File: config.mk
export PLATFORM = sky130hd
export DESIGN_NAME = alu_seq
export DESIGN_NICKNAME = d
export VERILOG_FILES = /design/src/rtl/alu_pkg.sv /design/src/rtl/alu_mul_iter.sv /design/src/rtl/alu_seq.sv
export SDC_FILE = /design/constraint.sdc
export NUM_CORES = 1
export LEC_CHECK = 0
export BUFFER_PORTS_ARGS = -buffer_cell sky130_fd_sc_hd__buf_4
export CAP_MARGIN = 0
export CORE_AREA = 2 2 128 130
export CTS_CLUSTER_DIAMETER = 60
export DETAILED_ROUTE_END_ITERATION = 10
export DIE_AREA = 0 0 130 132
export PLACE_DENSITY_LB_ADDON = 0.08
export SYNTH_ARGS = -nofsm -noshare
export SYNTH_HDL_FRONTEND = slang
export SYNTH_SLANG_ARGS = --single-unit
File: constraint.sdc
create_clock -name clk -period 4.75 [get_ports clk]
set_clock_uncertainty 0.1 [all_clocks]
set_input_delay 1.1875 -clock clk [delete_from_list [all_inputs] [get_ports clk]]
set_output_delay 1.1875 -clock clk [all_outputs]
set_load 0.01 [all_outputs]
File: src/rtl/alu_pkg.sv
// Shared opcodes, FSM encoding and flag layout for the handshaked ALU.
package alu_pkg;

  localparam int unsigned OP_W = 4;

  localparam logic [OP_W-1:0] OP_ADD = 4'd0;
  localparam logic [OP_W-1:0] OP_SUB = 4'd1;
  localparam logic [OP_W-1:0] OP_AND = 4'd2;
  localparam logic [OP_W-1:0] OP_OR  = 4'd3;
  localparam logic [OP_W-1:0] OP_XOR = 4'd4;
  localparam logic [OP_W-1:0] OP_NOT = 4'd5;
  localparam logic [OP_W-1:0] OP_SHL = 4'd6;
  localparam logic [OP_W-1:0] OP_SAR = 4'd7;
  localparam logic [OP_W-1:0] OP_SHR = 4'd8;
  localparam logic [OP_W-1:0] OP_MUL = 4'd9;

  typedef enum logic [1:0] {
    ST_IDLE = 2'd0,
    ST_BUSY = 2'd1,
    ST_DONE = 2'd2
  } state_t;

  // Packed so the struct reads out directly as {C,L,F,Z,N}.
  typedef struct packed {
    logic c;
    logic l;
    logic f;
    logic z;
    logic n;
  } flags_t;

endpackage

File: src/rtl/alu_mul_iter.sv
// Shift-add unsigned multiplier: one partial product per cycle, done pulses
// DATA_WIDTH cycles after start.
module alu_mul_iter #(
  parameter int unsigned DATA_WIDTH = 16
) (
  input  logic                    clk,
  input  logic                    reset,
  input  logic                    start,
  input  logic [DATA_WIDTH-1:0]   a,
  input  logic [DATA_WIDTH-1:0]   b,
  output logic                    done,
  output logic [2*DATA_WIDTH-1:0] product
);

  localparam int unsigned W     = DATA_WIDTH;
  localparam int unsigned CNT_W = $clog2(W) + 1;

  logic [2*W-1:0]   mcand;
  logic [W-1:0]     mplier;
  logic [CNT_W-1:0] cnt;
  logic             busy;

  always_ff @(posedge clk or posedge reset) begin
    if (reset) begin
      product <= '0;
      mcand   <= '0;
      mplier  <= '0;
      cnt     <= '0;
      busy    <= 1'b0;
      done    <= 1'b0;
    end else begin
      done <= 1'b0;
      if (start) begin
        product <= '0;
        mcand   <= {{W{1'b0}}, a};
        mplier  <= b;
        cnt     <= '0;
        busy    <= 1'b1;
      end else if (busy) begin
        if (mplier[0]) begin
          product <= product + mcand;
        end
        mcand  <= mcand << 1;
        mplier <= mplier >> 1;
        cnt    <= cnt + CNT_W'(1);
        if (cnt == CNT_W'(W - 1)) begin
          busy <= 1'b0;
          done <= 1'b1;
        end
      end
    end
  end

endmodule

File: src/rtl/alu_seq.sv
// Handshaked ALU with registered result/flags. Define ALU_MUL_EN to build the
// iterative multiplier; otherwise opcode 9 behaves as a reserved opcode.
module alu_seq
  import alu_pkg::*;
#(
  parameter int unsigned DATA_WIDTH = 16,
  parameter int unsigned SHAMT_W    = $clog2(DATA_WIDTH)
) (
  input  logic                  clk,
  input  logic                  reset,
  input  logic                  in_valid,
  output logic                  in_ready,
  input  logic [DATA_WIDTH-1:0] a,
  input  logic [DATA_WIDTH-1:0] b,
  input  logic [OP_W-1:0]       op,
  output logic                  out_valid,
  input  logic                  out_ready,
  output logic [DATA_WIDTH-1:0] result,
  output logic                  C,
  output logic                  L,
  output logic                  F,
  output logic                  Z,
  output logic                  N
);

  localparam int unsigned W   = DATA_WIDTH;
  localparam int unsigned MSB = W - 1;

  state_t         state;
  flags_t         flags;
  flags_t         alu_flags;
  logic [W-1:0]   alu_res;
  logic           accept;
  logic           start_mul;

  logic [SHAMT_W-1:0] shamt;
  logic [W:0]         sum;
  logic [W:0]         diff;
  logic [W:0]         shl_w;
  logic [W:0]         shr_w;
  logic [W:0]         sar_w;
  logic               add_ovf;
  logic               sub_ovf;

  assign in_ready = (state == ST_IDLE) || ((state == ST_DONE) && out_ready);
  assign accept   = in_valid && in_ready;
  assign {C, L, F, Z, N} = flags;

  // Shifts carry one guard bit so the last bit shifted out lands in it.
  assign shamt   = b[SHAMT_W-1:0];
  assign sum     = {1'b0, a} + {1'b0, b};
  assign diff    = {1'b0, a} - {1'b0, b};
  assign shl_w   = {1'b0, a} << shamt;
  assign shr_w   = {a, 1'b0} >> shamt;
  assign sar_w   = $signed({a, 1'b0}) >>> shamt;
  assign add_ovf = (a[MSB] == b[MSB]) && (sum[MSB] != a[MSB]);
  assign sub_ovf = (a[MSB] != b[MSB]) && (diff[MSB] != a[MSB]);

  // Single-cycle datapath; reserved opcodes fall through to zero.
  always_comb begin
    alu_res   = '0;
    alu_flags = '0;
    case (op)
      OP_ADD: begin
        alu_res     = sum[W-1:0];
        alu_flags.c = sum[W];
        alu_flags.f = add_ovf;
        alu_flags.n = sum[MSB] ^ add_ovf;
      end
      OP_SUB: begin
        alu_res     = diff[W-1:0];
        alu_flags.c = diff[W];
        alu_flags.f = sub_ovf;
        alu_flags.n = diff[MSB] ^ sub_ovf;
      end
      OP_AND: alu_res = a & b;
      OP_OR:  alu_res = a | b;
      OP_XOR: alu_res = a ^ b;
      OP_NOT: alu_res = ~a;
      OP_SHL: begin
        alu_res     = shl_w[W-1:0];
        alu_flags.c = shl_w[W];
      end
      OP_SAR: begin
        alu_res     = sar_w[W:1];
        alu_flags.c = sar_w[0];
      end
      OP_SHR: begin
        alu_res     = shr_w[W:1];
        alu_flags.c = shr_w[0];
      end
      default: alu_res = '0;
    endcase
    alu_flags.z = (alu_res == '0);
    alu_flags.l = (a < b);
  end

`ifdef ALU_MUL_EN
  logic           mul_done;
  logic [2*W-1:0] mul_prod;
  logic           mul_l;
  flags_t         mul_flags;

  assign start_mul = accept && (op == OP_MUL);

  alu_mul_iter #(
    .DATA_WIDTH(W)
  ) u_mul (
    .clk    (clk),
    .reset  (reset),
    .start  (start_mul),
    .a      (a),
    .b      (b),
    .done   (mul_done),
    .product(mul_prod)
  );

  // L must reflect the operands captured at accept, not whatever is on a/b later.
  always_ff @(posedge clk or posedge reset) begin
    if (reset) begin
      mul_l <= 1'b0;
    end else if (start_mul) begin
      mul_l <= (a < b);
    end
  end

  always_comb begin
    mul_flags   = '0;
    mul_flags.c = |mul_prod[2*W-1:W];
    mul_flags.l = mul_l;
    mul_flags.z = (mul_prod[W-1:0] == '0);
  end
`else
  assign start_mul = 1'b0;
`endif

  // Control FSM and output registers.
  always_ff @(posedge clk or posedge reset) begin
    if (reset) begin
      state     <= ST_IDLE;
      out_valid <= 1'b0;
      result    <= '0;
      flags     <= '0;
    end else begin
      case (state)
        ST_IDLE, ST_DONE: begin
          if (start_mul) begin
            state     <= ST_BUSY;
            out_valid <= 1'b0;
          end else if (accept) begin
            state     <= ST_DONE;
            out_valid <= 1'b1;
            result    <= alu_res;
            flags     <= alu_flags;
          end else if ((state == ST_DONE) && out_ready) begin
            state     <= ST_IDLE;
            out_valid <= 1'b0;
          end
        end
`ifdef ALU_MUL_EN
        ST_BUSY: begin
          if (mul_done) begin
            state     <= ST_DONE;
            out_valid <= 1'b1;
            result    <= mul_prod[W-1:0];
            flags     <= mul_flags;
          end
        end
`endif
        default: begin
          state     <= ST_IDLE;
          out_valid <= 1'b0;
        end
      endcase
    end
  end

endmodule
==> Yosys cells after proc, flatten, opt, wreduce, memory -nomap -nowiden <==
Index checks and enable logic that the tools add are counted.
{ "totals": {"regBits": 24, "in_bits": 40, "output_inout_bits": 23, "wordCells": 54} }
{ "op_classes": {"n_addsub": 2, "magnitude_cmp": 1, "n_eq_ne": 14, "n_shift": 3, "n_mux": 10, "n_bitwise": 6, "reduce_logical": 10} }
{ "ops": {"columns": ["cell", "count"], "rows": [
  ["case mux 16 bit (9 select lines)", 1],
  ["adder 16 x 16 -> 17 bit", 1],
  ["<< shifter 16 x 4 -> 17 bit", 1],
  ["right shift 17 x 4 -> 17 bit", 1],
  [">>> shifter 17 x 4 -> 17 bit", 1],
  ["subtractor 16 x 16 -> 17 bit", 1],
  ["bitwise AND 16 bit", 1],
  ["== test 4 x 3 -> 1 bit, second input constant", 4],
  ["zero test 16 bit", 1],
  ["< comparator 16 bit", 1],
  ["NOT 16 bit", 1],
  ["bitwise OR 16 bit", 1],
  ["bitwise XOR 16 bit", 1],
  ["== test 4 x 2 -> 1 bit, second input constant", 2],
  ["2-to-1 mux 2 bit", 3],
  ["case mux 1 bit (5 select lines)", 1],
  ["== test 4 x 1 -> 1 bit, second input constant", 1],
  ["== test 4 bit, second input constant", 1],
  ["logical AND 1 bit", 4],
  ["zero test 4 bit", 1],
  ["case mux 1 bit (2 select lines)", 2],
  ["2-to-1 mux 1 bit", 3],
  ["!= test 1 bit", 3],
  ["!= test 3 bit, second input constant", 1],
  ["other kinds (7)", 8]
]} }

==> Logic depth before layout (Yosys ltp) <==
{ "depth": {"ltp_word": 6, "depth_mapped": 17, "mapped_depth_nobuf": 15} }

==> Least setup slack after synthesis <==
Ideal clock, no wire load.
{ "synth_timing": {"path_kind": "in2reg", "from": "input b[1]", "to": "register flags (netlist bit Z)", "setup_ns": 0.067, "arrival_time_ns": 4.762, "t_required_ns": 4.583, "setup_slack_ns": -0.179, "stages": 17, "path_buffers": 2, "cell_sequence": "buf_4 -> clkinv_1 -> clkbuf_1 -> ha_1 -> nor2_1 -> o311ai_0 -> a21oi_1 -> o31ai_1 -> a21oi_1 -> o21ai_0 -> nand2b_1 -> a21o_1 -> fa_1 -> a22oi_1 -> o211ai_1 -> nor4_1 -> a32o_1"} }
{ "synth_between": {"elab_chain_len": 3, "elab_cells_between_ends": 10, "classes_between": "add/sub (2); shift (3); mux (1); bitwise (3); reduce/logical (1)"} }
{ "synth_rtl": {"columns": ["item", "line", "source"], "rows": [
  ["from (decl)", "alu_seq.sv:14", "input logic [DATA_WIDTH-1:0] b,"],
  ["subtractor 16 x 16 -> 17 bit, or another cell as far along", "alu_seq.sv:52", "assign diff = {1'b0, a} - {1'b0, b};"],
  ["case mux 16 bit (9 select lines) (*)", "alu_seq.sv:63", "case (op)"],
  ["zero test 16 bit (*)", "alu_seq.sv:94", "alu_flags.z = (alu_res == '0);"],
  ["to (signal assigned)", "alu_seq.sv:154", "flags <= alu_flags;"],
  ["to (decl)", "alu_seq.sv:30", "flags_t flags;"]
]} }
Mark *: on every way between the ends. The rest lies on a longest branch, timed or not.
A chain may end at the register's enable or synchronous reset.

==> Final worst setup path <==
Same ends and word-level chain as after synthesis.

==> results.ini <==
[placed_design]
dp_hpwl_um = 18000
placed_area_um2 = 6360
io_buffers = 62
place_congestion = 0.934

[global_routing]
grt_pass1_vias = 5859
grt_usage_pct = 26.3
grtUsageMet1_pct = 37.3
met2_usage_pct = 41.3
grt_pass1_wl_um = 35000
grt.overflow.total = 0
grt_max_degree = 40
antenna_found_initial = 1
met3_usage_pct = 4.55
grt_most_used_layer = met2

[floorplanning]
rows = 46
fp.dieArea_um2 = 17200
die_y_um = 132
dieWidth_um = 130
initial_core_util_pct = 34.3
core_area_um2 = 15700
io_pins = 63

[timing]
min_period_ps = 4570
slew_violations = 0
rsz0062_at_grt = no
slew-limit-headroom_pct = 42.9
tightest_slew_ps = 855
setup-tns-final_ps = 0
hold_viol = 0
setup_viol = 0
max_freq_mhz = 219
fin_crit_sh_pct = 96.2

[cts]
cts_tree = done
cts_sinks = 22
path_clk_slew_ps = 60
ctsHoldBuffers = 0
clk_latency_ps = 260
htree_levels = 1
numCtsBuffers = 3
clockRootBuffer = clkbuf_16
clock_path_buffers = 2

[logic_synthesis]
synth_top_area_cell = ha_1
ys_warn_count = 0
synthDistinctLibCells = 77
ys_top_cells_by_count = nand2_1, nor2_1, a21oi_1
yosys_register_bits = 22
synth_area_um2 = 5390
synth_flop_cell = dfrtp_1
ys_seq_area_share_pct = 10.2
synth_top_area_share_pct = 11.4
synthCells = 723
synthesis.nets = 815
syn_avg_cell_area_um2 = 7.45
yosysMostFrequentCell = nand2_1
synth.area.top_cells = ha_1, dfrtp_1, mux4_2
synth_edf_count = 0
async_reset_ff_share_pct = 100

[route]
wl_per_cell_um = 22.2
drcViolationCount = 0
num_vias = 6112
first_iter_violations = 531
drtAntennaViolNets = 0
viasPerCell = 6.05
wirelength_um = 22400
drt-pass1-iter-count = 5

[pwr]
peakVddDrop_uv = 131
p_leak_nw = 2.82
power_density_nw_per_um2 = 177

[setup_path]
reg2reg_slack_ps = 2320
cp_slowest_stage_delay_ps = 450
crit_cells = 19
required_ps = 4850
crit_chain = buf_4, clkinv_1, ha_1, nor2_1, o311ai_1, buf_4, a21oi_1, o31ai_2, buf_4, a21oi_1, o21ai_0, nand2b_1, a21o_1, fa_1, a22oi_1, o211ai_1, nor4_2, buf_4, a32o_1
crit_family = compound AO/OA/AOI/OAI gates
cp_max_fo = 4
cp_num_buf_inv = 5
rr_startpoint = out_valid
critPathLaunch = b[1]
crit_top_cell = buf_4
setup.worst_path.end_class = flip-flop
r2r-end = Z
critPathSlowestCell = fa_1
crit_type = in2reg
cp.arrival_ps = 4670
cp-endpoint = Z
reg2reg_depth = 8
start_kind = primary input

[layout]
fill_cells = 1654
synthToLayoutAreaGrowth_pct = 20.0
design_area_um2 = 6460
drive_gt1_share_pct = 23.4
fin_nets = 887

[min_path]
hold_class = reg2reg
min-delay-start = result[13]

[job]
drv_cap = 0

[status]
status = finished, final reports clean

## state kept, by name (all words and copies together), names as in the netlist
name,flops
L,1
out_valid,1
F,1
N,1
Z,1
C,1
result,16
## metrics by stage
step	util (%)	total power [mW]	hold WS, ps	setup slack (ps)	std cells
2_1_floorplan	-	0.650	407	32.6	723
3_3_place_gp	40.5	0.936	360	-135	1006
3_5_place_dp	40.5	0.936	368	-162	1006
4_1_cts	41.0	1.14	383	111	1010
5_1_grt	41.1	1.22	409	0.516	1010
6_report	41.1	1.14	376	182	1011
## worst min-delay path by stage
stage                      end  depth (start not counted)
global placement    result[13]                          2
global route         result[8]                          2
detailed placement   result[6]                          2
finish              result[13]                          2
CTS                  result[6]                          2
floorplan           result[13]                          2
## placed cells by master, fill, tap and decap left out, drive strengths merged, types with 7 or more instances in the layout
cell type	netlist	final
a21o	8	8
o31ai	12	12
o21ai	49	49
a211oi	18	18
ha	49	49
a31oi	10	10
mux2i	14	14
mux4	25	25
mux2	11	11
nor4	10	10
nand2b	10	10
nor3	24	24
a22oi	7	7
nand2	74	74
inv	52	52
o221ai	7	7
o211ai	15	15
o22ai	8	8
nand3	12	12
a21oi	53	53
nor2b	13	13
nor2	66	66
dfrtp	22	22
buf	20	127
## repair_timing
action,in CTS,in global routing
buffers inserted,0,0
resized for setup,0,2
setup endpoints to repair,0,2
## worst reg2reg max path: stages, from the launching register on
cell and delay (ps):
dfrtp_1 380, nand2b_1 130, nand2_1 430, nor3_1 420, nand3_1 180, nor4_2 230
nand3_1 130, nor4_2 170, a32o_1 200
## where the power goes
part | internal, mW | switching, mW
Clock | 0.129 | 0.0714
Combinational | 0.299 | 0.408
Sequential | 0.218 | 0.0167
## metal layers
metal  vias to the layer above  share of wire, %
met2                       232                47
met4                         0               2.6
met5                         -                 0
li1                       2842                 -
met1                      2997                45
met3                        41               6.2
## area by class of cell
class                   count  area, um^2  share of cell area (%)
well taps                 216         270                    4.18
diodes                      1        2.50                  0.0387
clock buffers               4        88.8                    1.37
repair buffers            127         953                    14.8
flip-flops and latches     22         551                    8.52
multi-input cells         586        4390                    67.9
inverters                  55         206                    3.19
## cells by family after synthesis
family	synth area share, %
AOI/OAI and AO/OA	31.7
xor gates and xnor gates	0.650
adders and majority gates	12.5
buffers and inverters	8.57
DFF	10.2
muxes	15.6
and+or+nand+nor	20.8
No activity file was read; power rests on OpenSTA's default activity.
